File: src/rtl/mpi_axil_master.sv
// mpi_axil_master: AXI4-Lite slave that turns one access at a time into an MPI register-bus write or read.
// Optional feature MPI_ADDR_RANGE_CHECK_EN: accesses with byte-address bits above the MPI space are
// answered with SLVERR and never reach the register bus; without it those bits alias onto the MPI space.
module mpi_axil_master #(
    parameter int CPU_ADDR_WIDTH = 12,
    parameter int CPU_DATA_WIDTH = 32,
    parameter int AXI_ADDR_WIDTH = 32,
    parameter int RD_LAT         = 2
) (
    input  logic                      clks,
    input  logic                      reset_n,
    input  logic                      s_awvalid,
    output logic                      s_awready,
    input  logic [AXI_ADDR_WIDTH-1:0] s_awaddr,
    input  logic                      s_wvalid,
    output logic                      s_wready,
    input  logic [CPU_DATA_WIDTH-1:0] s_wdata,
    input  logic [3:0]                s_wstrb,
    output logic                      s_bvalid,
    input  logic                      s_bready,
    output logic [1:0]                s_bresp,
    input  logic                      s_arvalid,
    output logic                      s_arready,
    input  logic [AXI_ADDR_WIDTH-1:0] s_araddr,
    output logic                      s_rvalid,
    input  logic                      s_rready,
    output logic [CPU_DATA_WIDTH-1:0] s_rdata,
    output logic [1:0]                s_rresp,
    output logic                      cpu_wr,
    output logic                      cpu_rd,
    output logic [CPU_ADDR_WIDTH-1:0] cpu_wr_addr,
    output logic [CPU_DATA_WIDTH-1:0] cpu_data_in,
    input  logic [CPU_DATA_WIDTH-1:0] cpu_data_out
);
    typedef enum logic [2:0] {IDLE, WR_ISSUE, WR_RESP, RD_ISSUE, RD_WAIT, RD_RESP} state_t;

`ifdef MPI_ADDR_RANGE_CHECK_EN
    localparam bit RANGE_CHK = 1'b1;
`else
    localparam bit RANGE_CHK = 1'b0;
`endif
    localparam logic [3:0] WAIT_INIT = 4'(RD_LAT - 1);

    state_t                    state, state_n;
    logic                      aw_rdy_n, ar_rdy_n, bvalid_n, rvalid_n, wr_n, rd_n;
    logic                      err, err_n, last_rd, last_rd_n;
    logic [1:0]                bresp_n, rresp_n;
    logic [CPU_DATA_WIDTH-1:0] rdata_n, wdata_n;
    logic [CPU_ADDR_WIDTH-1:0] addr_n;
    logic [3:0]                cnt, cnt_n;
    logic                      wr_pend, pick_rd, aw_err, ar_err, wr_ok;

    // AW and W are always accepted together, so one register drives both readies.
    assign s_wready = s_awready;
    assign wr_pend  = s_awvalid && s_wvalid;
    // On a conflict serve the type not served last; last_rd resets to "write" so a read wins first.
    assign pick_rd  = s_arvalid && (!wr_pend || !last_rd);
    assign aw_err   = RANGE_CHK && ((s_awaddr >> (CPU_ADDR_WIDTH + 2)) != '0);
    assign ar_err   = RANGE_CHK && ((s_araddr >> (CPU_ADDR_WIDTH + 2)) != '0);
    assign wr_ok    = (s_wstrb == 4'hF) && !aw_err;

    // Next-state and next-output decode; every output is a register loaded from these values.
    always_comb begin
        state_n   = state;
        aw_rdy_n  = 1'b0;
        ar_rdy_n  = 1'b0;
        wr_n      = 1'b0;
        rd_n      = 1'b0;
        bvalid_n  = s_bvalid;
        rvalid_n  = s_rvalid;
        bresp_n   = s_bresp;
        rresp_n   = s_rresp;
        rdata_n   = s_rdata;
        addr_n    = cpu_wr_addr;
        wdata_n   = cpu_data_in;
        cnt_n     = cnt;
        err_n     = err;
        last_rd_n = last_rd;
        case (state)
            IDLE: begin
                if (s_awready && wr_pend) begin
                    state_n   = WR_ISSUE;
                    addr_n    = CPU_ADDR_WIDTH'(s_awaddr >> 2);
                    wdata_n   = s_wdata;
                    wr_n      = wr_ok;
                    bresp_n   = wr_ok ? 2'b00 : 2'b10;
                    last_rd_n = 1'b0;
                end else if (s_arready && s_arvalid) begin
                    state_n   = RD_ISSUE;
                    addr_n    = CPU_ADDR_WIDTH'(s_araddr >> 2);
                    rd_n      = !ar_err;
                    err_n     = ar_err;
                    last_rd_n = 1'b1;
                end else if (!s_awready && !s_arready) begin
                    ar_rdy_n = pick_rd;
                    aw_rdy_n = wr_pend && !pick_rd;
                end
            end
            WR_ISSUE: begin
                state_n  = WR_RESP;
                bvalid_n = 1'b1;
            end
            WR_RESP: begin
                if (s_bready) begin
                    state_n  = IDLE;
                    bvalid_n = 1'b0;
                end
            end
            RD_ISSUE: begin
                state_n = RD_WAIT;
                cnt_n   = WAIT_INIT;
            end
            RD_WAIT: begin
                if (cnt == 4'd0) begin
                    state_n  = RD_RESP;
                    rvalid_n = 1'b1;
                    rdata_n  = err ? '0 : cpu_data_out;
                    rresp_n  = err ? 2'b10 : 2'b00;
                end else begin
                    cnt_n = cnt - 4'd1;
                end
            end
            RD_RESP: begin
                if (s_rready) begin
                    state_n  = IDLE;
                    rvalid_n = 1'b0;
                end
            end
            default: state_n = IDLE;
        endcase
    end

    // State and output registers; reset drops any in-flight transaction without a response.
    always_ff @(posedge clks or negedge reset_n) begin
        if (!reset_n) begin
            state       <= IDLE;
            s_awready   <= 1'b0;
            s_arready   <= 1'b0;
            s_bvalid    <= 1'b0;
            s_rvalid    <= 1'b0;
            s_bresp     <= 2'b00;
            s_rresp     <= 2'b00;
            s_rdata     <= '0;
            cpu_wr      <= 1'b0;
            cpu_rd      <= 1'b0;
            cpu_wr_addr <= '0;
            cpu_data_in <= '0;
            cnt         <= 4'd0;
            err         <= 1'b0;
            last_rd     <= 1'b0;
        end else begin
            state       <= state_n;
            s_awready   <= aw_rdy_n;
            s_arready   <= ar_rdy_n;
            s_bvalid    <= bvalid_n;
            s_rvalid    <= rvalid_n;
            s_bresp     <= bresp_n;
            s_rresp     <= rresp_n;
            s_rdata     <= rdata_n;
            cpu_wr      <= wr_n;
            cpu_rd      <= rd_n;
            cpu_wr_addr <= addr_n;
            cpu_data_in <= wdata_n;
            cnt         <= cnt_n;
            err         <= err_n;
            last_rd     <= last_rd_n;
        end
    end
endmodule

File: config.mk
export PLATFORM = sky130hd
export DESIGN_NAME = mpi_axil_master
export DESIGN_NICKNAME = d
export VERILOG_FILES = /design/src/rtl/mpi_axil_master.sv
export SDC_FILE = /design/constraint.sdc
export NUM_CORES = 1
export LEC_CHECK = 0
export ABC_AREA = 1
export CAP_MARGIN = 20
export CORE_ASPECT_RATIO = 1.25
export CORE_MARGIN = 1
export CORE_UTILIZATION = 39
export CTS_BUF_LIST = sky130_fd_sc_hd__clkbuf_2
export CTS_CLUSTER_DIAMETER = 100
export DETAILED_ROUTE_END_ITERATION = 16
export PLACE_DENSITY = 0.82
export SLEW_MARGIN = 20
export SYNTH_ARGS = -nofsm -noshare
export SYNTH_HDL_FRONTEND = slang
export SYNTH_SLANG_ARGS = --single-unit
File: constraint.sdc
create_clock -name clks -period 1.65 [get_ports clks]
set_input_delay 0.33 -clock clks [delete_from_list [all_inputs] [get_ports clks]]
set_output_delay 0.33 -clock clks [all_outputs]
set_load 0.1 [all_outputs]
==> run_results.csv <==
group,metric,value,unit
grt,grt_overflow,0,
clock_network,insertion_delay,550,ps
flow_run,max_cap_viol_count,0,
sta,timing_max_transition_violations_final,0,
die,die_width,91.07,um
clock_network,ctsRootBufferMaster,"sky130_fd_sc_hd__clkbuf_2",
clock_network,cts_buffer_depth,2,
finish,drive_above_1_share,0.2059,
synthesis,synthFlopType,"sky130_fd_sc_hd__dfrtp_1",
placed_design,routabilityCongestion,0.8331,
route,ant_nets,0,
worst_setup_path,critical_path_buf_inv_count,1,
route,detail_route.first_pass.iterations,4,
placed_design,place_area,0.006783,mm^2
sta,min_period_over_period,0.9878,
sta,holdWs,174.6,ps
finish,multi_input_area,0.001394,mm^2
synthesis,netlist_area,0.003867,mm^2
grt,first_global_vias,3886,
worst_setup_path,setup.worst_path.start_class,"flip-flop",
placed_design,detailed_placement_wirelength_estimate,8.531,mm
die,die_area,0.01032,mm^2
grt,grt_antenna_before_repair,0,
hold_path,tightest_hold_check_type,"primary input to async pin",
worst_setup_path,timing.reg2reg.setup_slack,60,ps
route,drt_first_iter_violations,164,
route,routed_wl,11.18,mm
clock_network,cts_inserted_buffers,9,
sta,hold_viol_final,0,
grt,grt_first_pass_wirelength,17.85,mm
die,start_util,0.4025,
synthesis,synth.yosys.seq_area_share,0.5888,
die,dieHeight,113.3,um
sta,timing.final.ws_setup,20.15,ps
finish,layout.nets,776,
sta,rsz0062_at_grt,"true",
die,ios,226,
worst_setup_path,max_fanout_on_critical_path,5,
finish,final.fill_count,667,
die,placeableCoreArea,0.009609,mm^2
worst_setup_path,worstSetupStartpoint,"s_awready",
worst_setup_path,worstPathCellList,"buf_12",
synthesis,yosysWarnings,0,
synthesis,edff_count_synth,0,
worst_setup_path,slowest_delay,570,ps
worst_setup_path,critPathSlowestCell,"sky130_fd_sc_hd__dfrtp_4",
worst_setup_path,crit_cells,1,
sta,fin_skew,20.46,ps
finish,commonest_non_fill_non_tap_cells_in_the_layout,"sky130_fd_sc_hd__nand2_1, sky130_fd_sc_hd__clkdlybuf4s50_1, sky130_fd_sc_hd__buf_12",
worst_setup_path,worst-endpoint-arrival,1300,ps
clock_network,cts_tree,"yes",
finish,finish.instance_area,0.006950,mm^2
synthesis,ys_ff_latch,91,
worst_setup_path,r2r-end,"state[2]",
worst_setup_path,required,1320,ps
clock_network,clock_tree.htree_level_count,3,
finish,layout_commonest_cell,"sky130_fd_sc_hd__nand2_1",
synthesis,syn-instance-count,444,
placed_design,placement.setup.worst_slack,-126.1,ps
grt,globalRouteTotalUtil,0.2201,
route,post-route-drc-count,0,
worst_setup_path,r2r-start,"state[0]",
finish,sequential_cell_area,0.002282,mm^2
die,row_count,40,
worst_setup_path,path_class,"flip-flop to output pin",
clock_network,clock-sinks,91,
sta,minimum_clock_period_after_layout,1630,ps
worst_setup_path,worst_path_top_cell_family_by_delay,"flip-flops",
worst_setup_path,crit_end,"s_awready",
finish,diode_count,0,
worst_setup_path,reg2reg_depth,7,
route,drt-vias-per-instance,4.892,
worst_setup_path,crit_path_end_kind,"output pin",
synthesis,synthesis.area_per_instance,8.710,um^2
synthesis,netlist-cell-type-count,25,
run_status,result_of_the_run,"complete, no violations",
clock_network,clock_pin_slew_on_the_worst_setup_and_hold_paths,210,ps
sta,final-setup-viol-count,0,
sta,final_setup_tns,0,ps
placed_design,placement.io_buffers,182,
grt,grt_max_degree,35,
route,wl_per_cell,14.58,um
synthesis,postSynth.asyncResetShare,1.000,
route,detailroute.via_count,3752,
sta,highest_achievable_clock_rate,613.6,MHz
finish,area.growth.synth_to_final,79.72,%
-- synthesized netlist by cell type, types with 2 or more instances --
library cell / n / area [um^2]
sky130_fd_sc_hd__inv_1: 15 / 56.30
sky130_fd_sc_hd__clkbuf_1: 11 / 41.29
sky130_fd_sc_hd__nor2_1: 13 / 48.80
sky130_fd_sc_hd__buf_2: 10 / 50.05
sky130_fd_sc_hd__o22ai_1: 2 / 12.51
sky130_fd_sc_hd__nand2_1: 170 / 638.1
sky130_fd_sc_hd__dfrtp_1: 91 / 2277
sky130_fd_sc_hd__nand3_1: 63 / 315.3
sky130_fd_sc_hd__o21a_1: 12 / 90.09
sky130_fd_sc_hd__a21oi_1: 2 / 10.01
sky130_fd_sc_hd__o21ai_0: 35 / 175.2
sky130_fd_sc_hd__nor3_1: 2 / 10.01
sky130_fd_sc_hd__buf_4: 6 / 45.04
-- worst register-to-register path, stage by stage (launching register included) --
cell,delay (ps)
sky130_fd_sc_hd__dfrtp_1,490
sky130_fd_sc_hd__nor2_2,240
sky130_fd_sc_hd__nand2_4,160
sky130_fd_sc_hd__buf_4,200
sky130_fd_sc_hd__nor2_1,180
sky130_fd_sc_hd__o21ai_0,130
sky130_fd_sc_hd__nand2_1,70
sky130_fd_sc_hd__inv_1,40
-- state kept, by name, indices dropped and copies added (netlist names) --
name and flops:
s_bresp 1, s_rdata 32, state 3, cnt 4
s_rvalid 1, s_awready 1, cpu_wr_addr 12, cpu_wr 1
cpu_data_in 32, s_arready 1, s_bvalid 1, last_rd 1
cpu_rd 1
-- stage by stage --
stage          utilization  cells
6_report            0.7233    767
5_1_grt             0.7233    767
4_1_cts             0.7195    766
3_5_place_dp        0.7059    747
3_3_place_gp        0.7059    747
2_1_floorplan            -    446
-- cells by family (layout without fill, tap and decap cells) --
family | Yosys count | after routing | synth area share
fa+ha+maj | 1 | 1 | 0.003235
flops | 91 | 91 | 0.5888
other cells | 1 | 3 | 0.0009696
simple gates | 254 | 254 | 0.2737
buf+inv | 45 | 240 | 0.05467
compound gates | 52 | 52 | 0.07862
-- worst min-delay path by stage --
stage            start               to  slack, ps  cells after the start
6_report       reset_n   cpu_wr_addr[8]        170                      2
5_1_grt        reset_n       s_rdata[5]        140                      2
4_1_cts        reset_n       s_rdata[5]        130                      2
3_5_place_dp   reset_n   cpu_wr_addr[5]        230                      1
3_3_place_gp   reset_n  cpu_wr_addr[10]        220                      1
2_1_floorplan  reset_n           cnt[0]         30                      0
-- final cells by class --
class	instances	area share
clock inverters	6	0.008101
well taps	126	0.02268
inverters	17	0.009181
multi-input cells	310	0.2005
clock buffers	10	0.007201
flip-flops and latches	91	0.3284
repair buffers	207	0.4239
-- metal layers --
layer | global-route usage | up-vias | routed length [um]
met5 | 0 | - | 0
met4 | 0.1185 | 0 | 348
met3 | 0.05511 | 27 | 729
li1 | - | 1811 | -
met1 | 0.2291 | 1771 | 4086
met2 | 0.4051 | 143 | 6018
-- timing repair --
| action | 4_1_cts | 5_1_grt |
|---|---|---|
| setup buffers | 2 | 0 |
| cloned | 0 | 1 |
| pin swaps | 0 | 1 |
| hold endpoints to repair | 91 | 0 |
| hold buffers | 1 | 0 |
| setup endpoints to repair | 2 | 21 |
| gates resized for setup | 0 | 4 |
Power is not shown: default switching activity piles up to over one toggle a cycle in this logic, so the estimate is an artifact.
